`src/rtl/transmitter.sv`:
```
// UART transmitter that dumps a 128-bit word as 32 uppercase ASCII hex characters
// (MSB nibble first) followed by CR LF, framed 8N1, LSB first.
module transmitter #(
    parameter int unsigned CLK_FREQ = 100_000_000,
    parameter int unsigned BAUD     = 115200
) (
    input  logic         clk_i,
    input  logic         rst_ni,
    input  logic         start_i,
    input  logic [127:0] data_i,
    output logic         tx_o,
    output logic         busy_o,
    output logic         done_o
);

    localparam int unsigned ClksPerBit = CLK_FREQ / BAUD;
    localparam int unsigned CntW       = $clog2(ClksPerBit);

    localparam logic [CntW-1:0] CntLast  = CntW'(ClksPerBit - 1);
    localparam logic [5:0]      LastChar = 6'd33;
    localparam logic [5:0]      CrChar   = 6'd32;
    localparam logic [2:0]      LastBit  = 3'd7;

    typedef enum logic [1:0] {
        StIdle,
        StStart,
        StData,
        StStop
    } state_e;

    state_e          state_q, state_d;
    logic [CntW-1:0] baud_cnt_q, baud_cnt_d;
    logic [2:0]      bit_idx_q, bit_idx_d;
    logic [5:0]      char_idx_q, char_idx_d;
    logic [127:0]    shadow_q, shadow_d;
    logic            tx_q, tx_d;
    logic            busy_q, busy_d;
    logic            done_q, done_d;

    logic            bit_end;
    logic [7:0]      cur_byte;

    // ASCII code of character idx: hex nibble for 0..31, then CR, then LF.
    function automatic logic [7:0] char_byte(input logic [127:0] sh, input logic [5:0] idx);
        logic [6:0] shamt;
        logic [3:0] nib;
        logic [7:0] res;
        shamt = 7'd124 - {idx[4:0], 2'b00};
        nib   = 4'(sh >> shamt);
        if (idx == CrChar) begin
            res = 8'h0D;
        end else if (idx == LastChar) begin
            res = 8'h0A;
        end else if (nib <= 4'd9) begin
            res = 8'h30 + {4'd0, nib};
        end else begin
            res = 8'h37 + {4'd0, nib};
        end
        return res;
    endfunction

    assign bit_end = (baud_cnt_q == CntLast);

    // State register.
    always_ff @(posedge clk_i) begin
        if (!rst_ni) begin
            state_q <= StIdle;
        end else begin
            state_q <= state_d;
        end
    end

    // Datapath registers: baud counter, bit/char indices and the captured word.
    always_ff @(posedge clk_i) begin
        if (!rst_ni) begin
            baud_cnt_q <= '0;
            bit_idx_q  <= '0;
            char_idx_q <= '0;
            shadow_q   <= '0;
        end else begin
            baud_cnt_q <= baud_cnt_d;
            bit_idx_q  <= bit_idx_d;
            char_idx_q <= char_idx_d;
            shadow_q   <= shadow_d;
        end
    end

    // Registered outputs so the line never glitches on state decode.
    always_ff @(posedge clk_i) begin
        if (!rst_ni) begin
            tx_q   <= 1'b1;
            busy_q <= 1'b0;
            done_q <= 1'b0;
        end else begin
            tx_q   <= tx_d;
            busy_q <= busy_d;
            done_q <= done_d;
        end
    end

    // Next-state and datapath update; every bit slot is ClksPerBit cycles.
    always_comb begin
        state_d    = state_q;
        baud_cnt_d = bit_end ? '0 : baud_cnt_q + CntW'(1);
        bit_idx_d  = bit_idx_q;
        char_idx_d = char_idx_q;
        shadow_d   = shadow_q;
        done_d     = 1'b0;

        unique case (state_q)
            StIdle: begin
                baud_cnt_d = '0;
                if (start_i) begin
                    state_d    = StStart;
                    shadow_d   = data_i;
                    char_idx_d = '0;
                    bit_idx_d  = '0;
                end
            end
            StStart: begin
                if (bit_end) begin
                    state_d   = StData;
                    bit_idx_d = '0;
                end
            end
            StData: begin
                if (bit_end) begin
                    if (bit_idx_q == LastBit) begin
                        state_d = StStop;
                    end else begin
                        bit_idx_d = bit_idx_q + 3'd1;
                    end
                end
            end
            StStop: begin
                if (bit_end) begin
                    if (char_idx_q < LastChar) begin
                        char_idx_d = char_idx_q + 6'd1;
                        state_d    = StStart;
                    end else begin
                        state_d = StIdle;
                        done_d  = 1'b1;
                    end
                end
            end
            default: begin
                state_d = StIdle;
            end
        endcase
    end

    // Output decode from the upcoming state so outputs change on the same edge as the FSM.
    always_comb begin
        cur_byte = char_byte(shadow_d, char_idx_d);
        busy_d   = (state_d != StIdle);
        tx_d     = 1'b1;
        unique case (state_d)
            StIdle:  tx_d = 1'b1;
            StStart: tx_d = 1'b0;
            StData:  tx_d = cur_byte[bit_idx_d];
            StStop:  tx_d = 1'b1;
            default: tx_d = 1'b1;
        endcase
    end

    assign tx_o   = tx_q;
    assign busy_o = busy_q;
    assign done_o = done_q;

endmodule
```
`config.mk`:
```
export PLATFORM = sky130hd
export DESIGN_NAME = transmitter
export DESIGN_NICKNAME = d
export VERILOG_FILES = /design/src/rtl/transmitter.sv
export SDC_FILE = /design/constraint.sdc
export NUM_CORES = 1
export LEC_CHECK = 0
export CAP_MARGIN = 20
export CORE_ASPECT_RATIO = 1.4
export CORE_MARGIN = 5
export CORE_UTILIZATION = 40
export DETAILED_ROUTE_END_ITERATION = 10
export HOLD_SLACK_MARGIN = 0.02
export PLACE_DENSITY = 0.68
export SYNTH_ARGS = -nofsm -noshare
export SYNTH_HDL_FRONTEND = slang
export SYNTH_SLANG_ARGS = --single-unit
export TNS_END_PERCENT = 5
```
`constraint.sdc`:
```
create_clock -name clk_i -period 8.25 [get_ports clk_i]
set_input_delay 0.825 -clock clk_i [delete_from_list [all_inputs] [get_ports clk_i]]
set_output_delay 0.825 -clock clk_i [all_outputs]
set_load 0.005 [all_outputs]
```
# Word-level counts from Yosys, hierarchy flattened

Cells that the tools add are included.
W data, S select, Z words.

Bits in registers: 152
Input bits: 131
Output and inout port bits: 3

Add/subtract/negate cells: 6
$lt $le $gt $ge: 3
Equal/unequal tests: 10
Shifts and indexed selects: 1
Mux-type cells: 25
Bitwise logic cells: 1
Reductions and logical operators: 6

Operators by type and width:

| kind                    | count |
|---|---|
| $mux W128               | 2 |
| $shr A128 B7 Y4         | 1 |
| $mux W7                 | 3 |
| $mux W6                 | 3 |
| $add A6 B4 Y7 const A   | 2 |
| $eq A6 B6 Y1 const B    | 2 |
| $mux W3                 | 4 |
| $pmux W6 S2             | 1 |
| $add A10 B1 Y10 const B | 1 |
| $eq A10 B10 Y1 const B  | 1 |
| $mux W2                 | 5 |
| $pmux W3 S3             | 1 |
| $eq A2 B2 Y1 const B    | 4 |
| $pmux W2 S4             | 1 |
| $sub A7 B7 Y7 const A   | 1 |
| $add A6 B1 Y6 const B   | 1 |
| $lt A6 B6 Y1 const B    | 1 |
| $eq A2 B1 Y1 const B    | 2 |
| $le A4 B4 Y1 const B    | 1 |
| $logic_not A2 Y1        | 2 |
| $lt A3 B4 Y1 const B    | 1 |
| $add A3 B1 Y3 const B   | 1 |
| $bmux W1 S3             | 1 |
| $eq A3 B3 Y1 const B    | 1 |
| other kinds (7)         | 9 |

# Depth between registers and ports, before layout

Word-level depth: 13
Depth in mapped cells: 24

# Worst setup path after synthesis

No wires, ideal clock.

Kind: register -> register
Start point: reg char_idx_q[0]
End point: reg tx_q (netlist: tx_o)
Setup time: 61 ps
Arrival: 4346 ps
Data required time: 8189 ps
Path slack: 3843 ps
Stages on the path, launching flop included: 21
Path buffers: 1
Period minus slack after synthesis: 4407 ps
Cell sequence: dfxtp_1 > inv_1 > ha_1 > or4b_4 > a2111oi_4 > mux2i_1 > nand2_4 > buf_4 > and3_1 > a2111oi_0 > a31oi_1 > a32oi_2 > o32ai_4 > inv_1 > ha_1 > nor2_1 > o21ai_2 > mux2_1 > a21oi_1 > o311ai_1 > nand2b_1

Word-level cells in the longest chain between the ends: 13
Elaborated cells between the ends (all ways): 27

Ends and longest elaborated chain:

| item                                                 | line     | text |
|---|---|---|
| start: declaration                                   | 34       | `logic [5:0] char_idx_q, char_idx_d;` |
| start signal: assignment                             | 83       | `char_idx_q <= char_idx_d;` |
| $add A6 B1 Y6 / $lt A6 B6 Y1 (equally long branches) | 138, 137 |  |
| $mux W6                                              | 137      | `if (char_idx_q < LastChar) begin` |
| $mux W6                                              | 136      | `if (bit_end) begin` |
| $pmux W6 S2                                          | 110      | `unique case (state_q)` |
| $sub A7 B7 Y7                                        | 48       | `shamt = 7'd124 - {idx[4:0], 2'b00};` |
| $shr A128 B7 Y4                                      | 49       | `nib = 4'(sh >> shamt);` |
| $add A6 B4 Y7 (tied with other cells)                | 57       | `res = 8'h37 + {4'd0, nib};` |
| $mux W7                                              | 54       | `end else if (nib <= 4'd9) begin` |
| $mux W7                                              | 52       | `end else if (idx == LastChar) begin` |
| $mux W7                                              | 50       | `if (idx == CrChar) begin` |
| $bmux W1 S3                                          | 160      | `StData: tx_d = cur_byte[bit_idx_d];` |
| $mux W1 (not written as such)                        | 160      |  |
| $pmux W1 S3 *                                        | 157      | `unique case (state_d)` |
| end signal: assignment                               | 95       | `tx_q <= tx_d;` |
| end: declaration                                     | 36       | `logic tx_q, tx_d;` |

Every way passes the cells marked *; elsewhere a longest branch is shown, timed or not. The select of a mux whose other input is x is not followed.
A chain may end at the register's enable or synchronous reset.

# Worst setup path in the final report

Ends and elaborated chain as after synthesis.

==> impl_results.md <==
- Mapped Cells: 933
- Post-route ant nets: 0
- Clk_skew: 0.00770 ns
- Max Slew Vio Count: 0
- Post-CTS Hold Fix Bufs: 0
- FF+latch area: 3040 µm²
- Final nets: 1171
- Syn Nets: 1077
- Die footprint: 23200 µm²
- Max-Cap Viols: 0
- Period minus WS final: 5.24 ns
- Crit-path max FO: 37
- Final WL: 22.2 mm
- Syn avg cell area: 8.66 µm²
- Crit path capture type: flip-flop
- Clock slew at reported path FFs: 0.06 ns
- Top_reg_cell synth: dfxtp_1
- Worst Hold Class: reg2reg
- Row cnt: 61
- Post-synth ARST share: 0%
- Final hold vios: 0
- Finished Core Util: 50.3%
- Post-route insts no fill: 1291
- Via-to-Cell Ratio: 5.39
- Post-Synth XOR/XNOR Area: 0.867%
- Largest net degree at the start of global routing: 132
- Crit Path Category: reg2reg
- Clk Latency, worst-skew pair: 0.43 ns
- Maximum VDD drop: 0.178 mV
- LEAKAGE: 3.79 nW
- Post-synthesis simple-gate area fraction: 25.5%
- Worst Max-Slew Pin Slew: 1.02 ns
- Tcrit/Tclk final: 63.5%
- Post-synthesis sequential area ratio: 37.6%
- Cell variety after synth: 77
- DPL Wire Length: 16.1 mm
- Root Driver: clkbuf_16
- Crit path buffers/inverters: 2
- DRC: 0
- Buffers on Ports: 133
- Slowest stage delay, CP: 0.56 ns
- Mapped cell area: 8080 µm²
- I/O Pins: 134
- CP top delay family: compound AO/OA/AOI/OAI gates
- Pwr dens: 260 nW/µm²
- Most frequent cells in the layout: nand2_1 (161), dfxtp_1 (152), clkdlybuf4s50_1 (132), mux2i_1 (107), nor2b_1 (97)
- Number of buffers created by CTS: 17
- Critical Path AT: 5.55 ns
- Leading cell type in the layout, fill and taps excluded: nand2_1
- Sink Count: 152
- Placed Instances: 1260
- Grt ovf: 0
- Maximum clock rate: 191 MHz
- Die Wd: 130 µm
- Area of the multi-input gates: 4680 µm²
- Critical Path Start Type: flip-flop
- DRT Pass-1 Iters: 6
- Drt wl/cell: 17.2 µm
- Initial antenna violation count: 0
- EDFF count, synth: 0
- Synth-to-Final Area Change: 24.0%
- Ys Warns: 0
- Area of the core: 19900 µm²
- Mux cell area share after synthesis: 13.9%
- Max clock buf depth: 2
- Share of layout cells above drive strength 1: 5.68%
- Synth Area in Compound Gates: 15.5%
- Vias in the first global route: 6737
- Die H: 178 µm
- Status: completed
- Antenna Cells: 0
- Worst-path cell chain: inv_1, ha_1, or4b_4, a2111oi_4, mux2_4, nor2_4, buf_4, mux2_2, o21ai_0, a31oi_1, o21ai_0, o211ai_1, ha_1, nor2_1, o21ai_2, xnor2_1, a21oi_1, o311ai_1, nand2b_1
- Critical-path top delay cell: a2111oi_4
- Post_cts resized: 0
- # H-tree levels: 4
- RSZ-0062 raised after global routing: false
- FF+latch count, synth: 152
- All-layer global routing usage: 19.0%
- Routability cong.: 1.01
- Main combinational cell family by area after synthesis: simple AND/OR/NAND/NOR gates
- Drt initial violations: 502
- First-pass GRT wire length: 34.7 mm
- TritonCTS clock tree: done
- Post-CTS setup buffer count: 0
- Slew headroom: 32.2%
- Initial Util: 40.6%
- Final setup vio count: 0
- Adder-Cell Fraction of Synth Area: 2.01%
- Critical Path RT: 8.56 ns
- Fillers: 1884
- DR vias: 6960
- Setup TNS: 0 ns
[metrics by stage]
step | hold slack (ns) | total power [mW] | worst slack [ns] | area [µm²]
4_1_cts | 0.450 | 2.62 | 3.05 | 10000
6_report | 0.443 | 2.60 | 3.01 | 10000
3_5_place_dp | 0.436 | 1.86 | 2.80 | 9460
2_1_floorplan | 0.418 | 1.60 | 3.84 | 8080
5_1_grt | 0.474 | 2.75 | 2.63 | 10000
3_3_place_gp | 0.429 | 1.85 | 2.99 | 9460
[logic make-up (layout without fill, tap and decap cells)]
kind of cell	count (synthesis)	count (layout)
buffers and inverters	74	180
XOR/XNOR	8	8
adder cells (fa/ha/maj)	13	13
AO/OA/AOI/OAI	167	167
multiplexers	111	111
flip-flops	152	152
AND/OR/NAND/NOR	408	408
[cell type report]
type	instances	area share (%)
timing repair buffer	140	13.9
clock buffer	19	4.32
tap	252	3.15
sequential	152	30.4
clock inverter	12	1.29
inverter	9	0.337
multi-input combinational	707	46.7
[final timing paths]
kind,to,from,slack [ns],cells after the start
setup reg to reg,tx_o,char_idx_q[0],3.01,19
hold / removal,baud_cnt_q[0],baud_cnt_q[0],0.44,1
setup / recovery,tx_o,char_idx_q[0],3.01,19
hold reg to reg,baud_cnt_q[0],baud_cnt_q[0],0.44,1
[state kept, by name, indices dropped and copies added (netlist names)]
signal	count
bit_idx_q	3
char_idx_q	6
shadow_q	128
baud_cnt_q	10
tx_o	1
state_q	2
done_o	1
busy_o	1
[power breakdown]
part | switching (mW) | internal [mW]
logic | 0.527 | 0.409
registers | 0.0466 | 0.866
clock network | 0.312 | 0.442
total | 0.885 | 1.72
[layer usage]
layer | up-vias | track usage, % | wire length, µm
met2 | 199 | 31.9 | 11000
met3 | 43 | 3.51 | 1050
li1 | 3471 | - | -
met4 | 0 | 8.32 | 692
met1 | 3247 | 23.5 | 9400
met5 | - | 0 | 0
[cell usage after synthesis, types with 6 or more instances]
cell | instances | share of area, %
o21ai_0 | 18 | 1.1
nor2b_1 | 97 | 7.5
clkbuf_1 | 34 | 1.6
and3_1 | 17 | 1.3
nor3_1 | 11 | 0.68
a211oi_1 | 13 | 1.2
mux2i_1 | 107 | 13
a21oi_1 | 24 | 1.5
nand4_1 | 13 | 1.0
nand2_1 | 161 | 7.5
buf_1 | 7 | 0.33
buf_6 | 6 | 0.84
dfxtp_1 | 152 | 38
and2_1 | 11 | 0.85
a31oi_1 | 13 | 1.0
a311oi_1 | 6 | 0.65
o22ai_1 | 6 | 0.46
ha_1 | 13 | 2.0
buf_2 | 12 | 0.74
nor2_1 | 29 | 1.3
nand3_1 | 36 | 2.2
inv_1 | 9 | 0.42
a21boi_0 | 36 | 3.3
[worst register-to-register path: stages (launching register included)]
cell and delay, ns:
dfxtp_1 0.36, inv_1 0.15, ha_1 0.15, or4b_4 0.51
a2111oi_4 0.56, mux2_4 0.37, nor2_4 0.30, buf_4 0.46
mux2_2 0.40, o21ai_0 0.14, a31oi_1 0.06, o21ai_0 0.22
o211ai_1 0.22, ha_1 0.28, nor2_1 0.16, o21ai_2 0.11
xnor2_1 0.21, a21oi_1 0.10, o311ai_1 0.27, nand2b_1 0.08
(Power assumes the default switching activity.)
